$ cat config.mk
export PLATFORM = sky130hd
export DESIGN_NAME = pwm
export DESIGN_NICKNAME = d
export VERILOG_FILES = /design/src/rtl/pwm.sv
export SDC_FILE = /design/constraint.sdc
export NUM_CORES = 1
export LEC_CHECK = 0
export ABC_AREA = 1
export BUFFER_PORTS_ARGS = -buffer_cell sky130_fd_sc_hd__buf_2
export CORE_MARGIN = 10
export CORE_UTILIZATION = 30
export CTS_CLUSTER_SIZE = 12
export DETAILED_ROUTE_END_ITERATION = 16
export GPL_TIMING_DRIVEN = 0
export SLEW_MARGIN = 20
export SYNTH_ARGS = -nofsm -noshare
export SYNTH_HDL_FRONTEND = slang
export SYNTH_SLANG_ARGS = --single-unit
$ cat constraint.sdc
create_clock -name clk -period 5.6 [get_ports clk]
set_input_delay 0.28 -clock clk [delete_from_list [all_inputs] [get_ports clk]]
set_output_delay 0.28 -clock clk [all_outputs]
set_load 0.005 [all_outputs]
$ cat src/rtl/pwm.sv
`default_nettype none
// ============================================================================
// Module : pwm
// Brief  : Multi-channel bus-mapped PWM with double-buffered period and duty
// Rev    : 1.0 - initial release
// ============================================================================
module pwm #(
  parameter int CHANNELS = 4,
  parameter int WIDTH    = 16
) (
  input  logic                clk,
  input  logic                reset,
  input  logic [31:0]         address_in,
  input  logic                sel_in,
  input  logic                read_in,
  output logic [31:0]         read_value_out,
  input  logic [3:0]          write_mask_in,
  input  logic [31:0]         write_value_in,
  output logic                ready_out,
  output logic [CHANNELS-1:0] pwm_out
);

  localparam logic [2:0] c_OFF_CTRL   = 3'd0;
  localparam logic [2:0] c_OFF_PERIOD = 3'd1;
  localparam logic [2:0] c_OFF_COUNT  = 3'd2;
  localparam logic [2:0] c_OFF_STATUS = 3'd3;

  logic                r_ready_q;
  logic                r_en;
  logic                r_inv;
  logic                r_wrap;
  logic [WIDTH-1:0]    r_period_pend;
  logic [WIDTH-1:0]    r_period_act;
  logic [WIDTH-1:0]    r_count;
  logic [WIDTH-1:0]    r_duty_pend [CHANNELS];
  logic [WIDTH-1:0]    r_duty_act  [CHANNELS];
  logic [CHANNELS-1:0] r_pwm;

  logic                w_access;
  logic                w_write;
  logic [2:0]          w_off;
  logic                w_wrap_hit;
  logic                w_load;
  logic                w_status_clr;
  logic [31:0]         w_rdata;
  logic                w_unused;

  // Byte-lane merge of the bus write into an existing WIDTH-bit register.
  function automatic logic [WIDTH-1:0] lane_merge(input logic [WIDTH-1:0] old,
                                                  input logic [3:0]       mask,
                                                  input logic [31:0]      value);
    logic [31:0] v;
    v = 32'(old);
    for (int b = 0; b < 4; b++) begin
      if (mask[b]) v[8*b +: 8] = value[8*b +: 8];
    end
    return v[WIDTH-1:0];
  endfunction

  assign w_access     = r_ready_q & sel_in;
  assign w_write      = w_access & (|write_mask_in);
  assign w_off        = address_in[4:2];
  assign w_wrap_hit   = r_en & (r_count == r_period_act);
  assign w_load       = ~r_en | w_wrap_hit;
  assign w_status_clr = w_write & (w_off == c_OFF_STATUS) & write_mask_in[0] & write_value_in[0];
  assign ready_out    = w_access;
  assign pwm_out      = r_pwm;
  assign w_unused     = &{1'b0, address_in[31:5], address_in[1:0]};

  always_ff @(posedge clk or posedge reset) begin
    if (reset) begin
      r_ready_q <= 1'b0;
    end else begin
      r_ready_q <= sel_in & ~r_ready_q;
    end
  end

  always_ff @(posedge clk or posedge reset) begin
    if (reset) begin
      r_en          <= 1'b0;
      r_inv         <= 1'b0;
      r_wrap        <= 1'b0;
      r_period_pend <= '0;
      r_period_act  <= '0;
      r_count       <= '0;
    end else begin
      if (w_write && (w_off == c_OFF_CTRL) && write_mask_in[0]) begin
        r_en  <= write_value_in[0];
        r_inv <= write_value_in[1];
      end
      if (w_write && (w_off == c_OFF_PERIOD)) begin
        r_period_pend <= lane_merge(r_period_pend, write_mask_in, write_value_in);
      end
      if (w_load) begin
        r_period_act <= r_period_pend;
      end
      if (!r_en || w_wrap_hit) begin
        r_count <= '0;
      end else begin
        r_count <= r_count + WIDTH'(1);
      end
      // A wrap in the same cycle as a software clear must stay visible.
      if (w_wrap_hit) begin
        r_wrap <= 1'b1;
      end else if (w_status_clr) begin
        r_wrap <= 1'b0;
      end
    end
  end

  always_ff @(posedge clk or posedge reset) begin
    if (reset) begin
      r_pwm <= '0;
      for (int n = 0; n < CHANNELS; n++) begin
        r_duty_pend[n] <= '0;
        r_duty_act[n]  <= '0;
      end
    end else begin
      for (int n = 0; n < CHANNELS; n++) begin
        if (w_write && (w_off == 3'(4 + n))) begin
          r_duty_pend[n] <= lane_merge(r_duty_pend[n], write_mask_in, write_value_in);
        end
        if (w_load) begin
          r_duty_act[n] <= r_duty_pend[n];
        end
        r_pwm[n] <= r_en & ((r_count < r_duty_act[n]) ^ r_inv);
      end
    end
  end

  always_comb begin
    w_rdata = '0;
    case (w_off)
      c_OFF_CTRL:   w_rdata = {30'd0, r_inv, r_en};
      c_OFF_PERIOD: w_rdata = 32'(r_period_pend);
      c_OFF_COUNT:  w_rdata = 32'(r_count);
      c_OFF_STATUS: w_rdata = {31'd0, r_wrap};
      default: begin
        for (int n = 0; n < CHANNELS; n++) begin
          if (w_off == 3'(4 + n)) w_rdata = 32'(r_duty_pend[n]);
        end
      end
    endcase
  end

  // Response bus is OR-ed with other peripherals, so idle data must be zero.
  assign read_value_out = (w_access & read_in) ? w_rdata : 32'd0;

endmodule
`default_nettype wire
==> metrics.log, run 1 <==
[metrics] run status: completed
[metrics] number of antenna violations at the first check in global routing: 0
[metrics] number of buffers inserted during clock tree synthesis: 17
[metrics] Std-Cell Rows: 66
[metrics] DP HPWL: 23700 um
[metrics] pin count of the biggest net entering global routing: 105
[metrics] share of the yosys chip area belonging to registers: 46.0%
[metrics] fraction of post-synthesis cell area in the top cell type by area: 46.0%
[metrics] TritonCTS clock tree: done
[metrics] crit path time final: approximately 2.4 ns
[metrics] Placement Cell Area: about 11000 um^2
[metrics] met3 GRT Util: 2.36%
[metrics] power share of the clock group: 24.0%
[metrics] proportion of power drawn by combinational gates: a little over a third
[metrics] Net Switching: 0.00199 W
[metrics] cell with the most instances after synthesis: nand2_1
[metrics] number of antenna diodes: 0
[metrics] maximum vdd ir drop: 0.260 mV
[metrics] TritonRoute pass-1 iters: 5
[metrics] violation count after the first detailed-route iteration: 822
[metrics] overall power of the completed layout: 0.00518 W
[metrics] top post-synthesis cells by count: nand2_1, dfrtp_1, inv_1
[metrics] routability cong.: ~0.91
[metrics] global route hottest layer: met2
[metrics] number of hold violations in the final report: 0
[metrics] power per unit of standard cell area: 452 nW/um^2
[metrics] Die X: 203 um
[metrics] area of the core: 32700 um^2
[metrics] Overall Global Routing Usage: 15.2%
[metrics] ratio of final minimum period to clock period: between 40% and 50%
[metrics] Reg-to-Reg Start: r_en$_DFFE_PP0P_
[metrics] vias post-DR: 8492
[metrics] count of cell types in the netlist: 32
[metrics] final setup violation count: 0
[metrics] die footprint: 41100 um^2
[metrics] H-tree depth: 4
[metrics] count of buffers added by post-CTS timing repair for setup: 0
[metrics] slack of the critical path: 3.18 ns
[metrics] maximum cell stage delay along the critical path: around 0.55 ns
[metrics] Root Driver: clkbuf_16
[metrics] wire length of the first global-routing pass: 48100 um
[metrics] die height: 203 um
[metrics] Internal Power: 0.00320 W
[metrics] met1 track utilization from global routing: a little under a fifth
[metrics] fin util: between 30% and 40%
[metrics] net total in the final layout: 1456
[metrics] Warnings, synthesis: 0
[metrics] ratio of cells with drive above 1 in the final layout: 11.2%
[metrics] proportion of total power due to net switching: around two fifths
[metrics] RSZ-0062 raised after global routing: false
[metrics] cell area after layout: between 10000 and 15000 um^2
[metrics] post-synthesis cell area: 10000 um^2
[metrics] clock latency at the later pin of the worst-skew pair: approximately 0.44 ns
[metrics] power share of the sequential group: between 40% and 50%
[metrics] kind of launch point of the worst setup path: register
[metrics] max frequency: 0.413 GHz
[metrics] clock skew: 0.0101 ns
[metrics] drt total wl: between 30000 and 40000 um
[metrics] Filler Cell Count: 3464
[metrics] num ports: 109
[metrics] number of stages on the worst hold path: 3
[metrics] worst relative slew slack: 44.1%
[metrics] actual slew at the worst max-slew pin: 0.839 ns
[metrics] Sinks on Clock Net: roughly 180
[metrics] Max Slew Vio Count: 0
[metrics] largest area contributor in the synthesized netlist: dfrtp_1
[metrics] count of antenna-violating nets left after detailed routing: 0
[metrics] wire length per cell after detailed routing: about 18 um
[metrics] number of register bits inferred by synthesis: 184
[metrics] Cells after Synth: about 1.2k
[metrics] cell depth of the worst flop-to-flop path: 5
[metrics] primary flip-flop cell chosen by synthesis mapping: dfrtp_1
[metrics] EDFF count, synth: 0
[metrics] reg-to-reg critical path endpoint: pwm_out[2]$_DFF_PP0_
[metrics] Worst setup EP type: output port
[metrics] Post-route DRC: 0
[metrics] Hold WC Path Type: in2reg
[metrics] category of the most critical setup path: reg2out
[metrics] clock input transition at the sequential cells of the worst setup and hold paths: approximately 0.070 ns
[metrics] met2 Resource Use GR: 25.7%
[metrics] via count of the first global-routing pass: 8321
[metrics] Setup Slack @ Placement: 3.30 ns
[metrics] clk buf depth: 2
[metrics] hold-critical path endpoint: r_ready_q$_DFF_PP0_
[metrics] source of the worst hold timing path: sel_in
[metrics] slowest library cell on the worst path: buf_1
[metrics] Syn-to-layout area delta: 14.7%
[metrics] chain of cells forming the critical path: buf_1, inv_1, o21ai_0, a211oi_1, nor3_1, buf_2
[metrics] Register-to-Register Setup Slack: approximately 3.2 ns
[metrics] Worst Path Arrival: 2.14 ns
[metrics] Avg Synthesized Cell Area: 8.06 um^2
[metrics] residual overflow from global routing: 0
[metrics] cell types with the largest area share after synthesis: dfrtp_1, nand2_1, ha_1
[metrics] total of max-cap violations: 0
[metrics] leak pwr: 5.97 nW
[metrics] critical path data required time: 5.32 ns
[metrics] ys async rst share: 100%
[metrics] Avg Vias per Cell: 4.78
[metrics] largest fanout on the critical path: 9
[metrics] Starting Density: 30.6%
[metrics] I/O Buffers: 45
power by group through the flow:
stage | combinational, W | clock [W] | sequential [W]
finish | 0.00187 | 0.00124 | 0.00207
CTS | 0.00189 | 0.00126 | 0.00207
global route | 0.00215 | 0.00131 | 0.00212
global placement | 0.00183 | 0 | 0.00208
floorplan | 0.00136 | 0 | 0.00200
detailed placement | 0.00187 | 0 | 0.00209
final cells by class:
| class | instances | area [um^2] | area share (%) |
|---|---|---|---|
| plain buffers | 75 | 479 | 4.18 |
| inverters | 166 | 631 | 5.50 |
| multi-input cells | 832 | 4350 | 38.0 |
| well taps | 442 | 553 | 4.82 |
| repair buffers | 47 | 263 | 2.29 |
| clock buffers | 22 | 464 | 4.05 |
| flip-flops and latches | 184 | 4600 | 40.1 |
| clock inverters | 8 | 123 | 1.07 |
metal layers:
layer  vias to the layer above  wire [um]
li1                       4131          -
met1                      4075      13400
met2                       243      15100
met3                        43       1730
met4                         0        867
met5                         -          0
cell families after synthesis:
logic type	Yosys count	share of synthesized area [%]
adders and majority gates	61	7.63
other	1	0.0375
AOI/OAI and AO/OA	201	10.8
and+or+nand+nor	527	22.1
buffers and inverters	241	11.0
DFF	184	46.0
xor gates and xnor gates	26	2.28
muxes	1	0.113
how the worst max path moves through the flow:
stage | startpoint | to | slack, ns | depth (start not counted)
6_report | r_inv$_DFFE_PP0P_ | read_value_out[1] | 3.18 | 6
5_1_grt | r_inv$_DFFE_PP0P_ | read_value_out[1] | 3.00 | 6
4_1_cts | r_inv$_DFFE_PP0P_ | read_value_out[1] | 3.11 | 6
3_5_place_dp | r_en$_DFFE_PP0P_ | pwm_out[2]$_DFF_PP0_ | 3.30 | 5
3_3_place_gp | reset | r_duty_act[60]$_DFFE_PP0N_ | -1.98 | 2
2_1_floorplan | reset | pwm_out[0]$_DFF_PP0_ | 0.32 | 1
metrics by stage:
step           hold slack (ns)  std cells  setup TNS (ns)
6_report                0.0504       1776               0
5_1_grt                 0.0415       1776               0
4_1_cts                 0.0306       1776               0
3_5_place_dp             0.403       1745               0
3_3_place_gp             0.428       1744         -362.89
2_1_floorplan            0.381       1257               0
layout by cell type, fill, tap and decap left out, types with 19 or more instances in the layout:
| cell type | n |
|---|---|
| inv_1 | 162 |
| a21oi_1 | 46 |
| nand2_1 | 328 |
| ha_1 | 61 |
| o21ai_0 | 112 |
| buf_2 | 71 |
| nand3_1 | 111 |
| xnor2_1 | 19 |
| dfrtp_1 | 184 |
| buf_4 | 22 |
| nor2_1 | 49 |
sequential cells by signal (all words and copies together), names as in the netlist:
name,cells
r_duty_act,64
r_duty_pend,64
r_count,16
r_period_act,16
r_period_pend,16
pwm_out,4
r_en,1
r_inv,1
r_ready_q,1
r_wrap,1
repair_timing:
action                     4_1_cts  5_1_grt
hold buffers                     1        0
setup endpoints to repair        0        0
gates resized for setup          0        0
hold endpoints to repair        80        0
critical path: cells and delay by family (launching register included):
| family | cells | cell delay [ns] |
|---|---|---|
| compound gates | 2 | 0.25 |
| buf+inv | 3 | 0.84 |
| simple gates | 1 | 0.28 |
| flops | 1 | 0.32 |
Power figures use the tool's default switching activity.
==> run 2: changes to the inputs <==
==> constraint.sdc (replaced) <==
create_clock -name clk -period 2 [get_ports clk]
set_input_delay 0.1 -clock clk [delete_from_list [all_inputs] [get_ports clk]]
set_output_delay 0.1 -clock clk [all_outputs]
set_load 0.005 [all_outputs]
==> metrics.log, run 2 (synthesized netlist as in run 1, its figures left out) <==
[metrics] TritonRoute pass-1 iters: 6
[metrics] max frequency: roughly 0.51 GHz
[metrics] RSZ-0062 raised after global routing: true
[metrics] met2 Resource Use GR: 25.9%
[metrics] TritonCTS clock tree: done
[metrics] Post-route DRC: 0
[metrics] Overall Global Routing Usage: about 15%
[metrics] Filler Cell Count: 3383
[metrics] slowest library cell on the worst path: o21ai_0
[metrics] die height: 203 um
[metrics] registers with the most flip-flops: r_duty_act x64, r_duty_pend x64
[metrics] cell repeated most along the worst path: buf_2
[metrics] wire length of the first global-routing pass: 48500 um
[metrics] crit path time final: 1.97 ns
[metrics] drt total wl: 31100 um
[metrics] vias post-DR: ~8.6k
[metrics] actual slew at the worst max-slew pin: 0.618 ns
[metrics] Crit path buffers/inverters: 5
[metrics] number of buffers inserted during clock tree synthesis: 17
[metrics] number of antenna violations at the first check in global routing: 0
[metrics] wire length per cell after detailed routing: approximately 17 um
[metrics] kind of launch point of the worst setup path: input port
[metrics] num ports: 109
[metrics] Root Driver: clkbuf_16
[metrics] area of the core: 32700 um^2
[metrics] Register Area: 4620 um^2
[metrics] family with the most delay on the worst path: buffers and inverters
[metrics] final setup violation count: 0
[metrics] I/O Buffers: 45
[metrics] Max Slew Vio Count: 0
[metrics] Worst Path Arrival: 1.87 ns
[metrics] Starting Density: ~31%
[metrics] Hold WC Path Type: in2reg
[metrics] Post-Place Cells: 1750
[metrics] Placement Cell Area: 11000 um^2
[metrics] Sinks on Clock Net: 184
[metrics] power per unit of standard cell area: 1220 nW/um^2
[metrics] Worst setup EP type: output port
[metrics] H-tree depth: 4
[metrics] via count of the first global-routing pass: between 8k and 9k
[metrics] net total in the final layout: 1479
[metrics] ratio of final minimum period to clock period: about 99%
[metrics] largest fanout on the critical path: 10
[metrics] maximum cell stage delay along the critical path: 0.38 ns
[metrics] commonest non-fill, non-tap cells in the layout: nand2_1, dfrtp_1, inv_1
[metrics] cell area after layout: 11800 um^2
[metrics] pin count of the biggest net entering global routing: 34
[metrics] met1 track utilization from global routing: 19.3%
[metrics] ratio of cells with drive above 1 in the final layout: 13.7%
[metrics] count of antenna-violating nets left after detailed routing: 0
[metrics] clock skew: around 0.010 ns
[metrics] Die X: 203 um
[metrics] fin util: approximately 36%
[metrics] final standard cell count with taps included and fillers excluded: 1801
[metrics] die footprint: 41100 um^2
[metrics] critical path data required time: between 1.5 and 2 ns
[metrics] category of the most critical setup path: in2out
[metrics] residual overflow from global routing: 0
[metrics] Multi-input gate area: 4380 um^2
[metrics] global route hottest layer: met2
[metrics] chain of cells forming the critical path: buf_2, buf_2, nor2_2, inv_1, buf_2, o22ai_1, o21ai_0, a21oi_2, buf_2
[metrics] maximum vdd ir drop: approximately 0.81 mV
[metrics] Std-Cell Rows: 66
[metrics] most common library cell in the layout ignoring fill and taps: nand2_1
[metrics] worst relative slew slack: 58.7%
[metrics] leak pwr: a little over 6 nW
[metrics] routability cong.: 0.920
[metrics] violation count after the first detailed-route iteration: 746
[metrics] clock latency at the later pin of the worst-skew pair: between 0.4 and 0.5 ns
[metrics] Syn-to-layout area delta: 18.1%
[metrics] number of antenna diodes: 0
[metrics] run status: completed
[metrics] number of hold violations in the final report: 0
[metrics] clk buf depth: 2
[metrics] Avg Vias per Cell: 4.77
[metrics] total of max-cap violations: 0
[metrics] clock input transition at the sequential cells of the worst setup and hold paths: 0.08 ns
[metrics] DP HPWL: 24100 um
[metrics] met3 GRT Util: 1.99%
==> run 2: changes by cell type in the layout (fill, tap and decap cells not counted), moves of 5 or more <==
| cell | previous run | this run |
|---|---|---|
| dfrtp_2 | 0 | 13 |
| dlygate4sd3_1 | 1 | 18 |
| dfrtp_1 | 184 | 171 |
| clkbuf_1 | 13 | 6 |
| buf_12 | 0 | 5 |
| buf_4 | 22 | 28 |
| inv_6 | 0 | 5 |
==> run 2: timing repair <==
item,in CTS,in global routing
hold buffers,18,0
setup buffers,0,4
hold endpoints to repair,90,0
setup endpoints to repair,59,102
pin swaps,0,1
gates resized for setup,17,16
==> run 2: final cells by class <==
type / instances / share of cell area (%)
tap: 442 / 4.68
sequential: 184 / 39.1
clock buffer: 18 / 3.72
buffer: 72 / 4.10
multi-input combinational: 832 / 37.0
timing repair buffer: 73 / 4.76
clock inverter: 14 / 1.31
inverter: 166 / 5.30
==> run 2: worst paths after layout <==
| check | from | end | slack (ns) | cells after the start |
|---|---|---|---|---|
| min in group asynchronous | reset | r_duty_pend[51]$_DFFE_PP0P_ | 0.28 | 3 |
| max in group asynchronous | reset | r_count[11]$_DFF_PP0_ | 0.91 | 5 |
| hold / removal | address_in[4] | r_en$_DFFE_PP0P_ | 0.18 | 6 |
| setup / recovery | address_in[2] | read_value_out[6] | 0.03 | 9 |
| hold reg to reg | r_ready_q$_DFF_PP0_ | r_ready_q$_DFF_PP0_ | 0.44 | 1 |
| setup reg to reg | r_count[5]$_DFF_PP0_ | pwm_out[2]$_DFF_PP0_ | 0.05 | 8 |
==> run 2: where the power goes <==
group / switching, W / internal (W)
clock: 0.00163 / 0.00181
combinational: 0.00314 / 0.00202
sequential: 0.000874 / 0.00498
==> run 2: metrics by stage <==
step	worst slack (ns)	TNS (ns)	power, W	hold WS (ns)
after floorplan	-0.465	-85.47	0.00940	0.201
after global placement	-1.71	-312.09	0.0108	0.319
after detailed placement	-0.105	-0.134	0.0110	0.216
after CTS	0.00132	0	0.0145	0.168
after global routing	-0.000529	-0.000529	0.0156	0.222
final	0.0256	0	0.0145	0.181
==> run 2: metal layers <==
metal | wire length [um] | vias up
li1 | - | 4188
met1 | 13500 | 4064
met2 | 15200 | 274
met3 | 1430 | 64
met4 | 1030 | 0
met5 | 0 | -
==> run 2: worst reg2reg max path, delay by kind of cell, from the launching register on <==
family                   cells  cell delay, ns
flip-flops                   1            0.51
AND/OR/NAND/NOR              5            0.77
adder cells (fa/ha/maj)      1            0.35
AO/OA/AOI/OAI                2            0.21
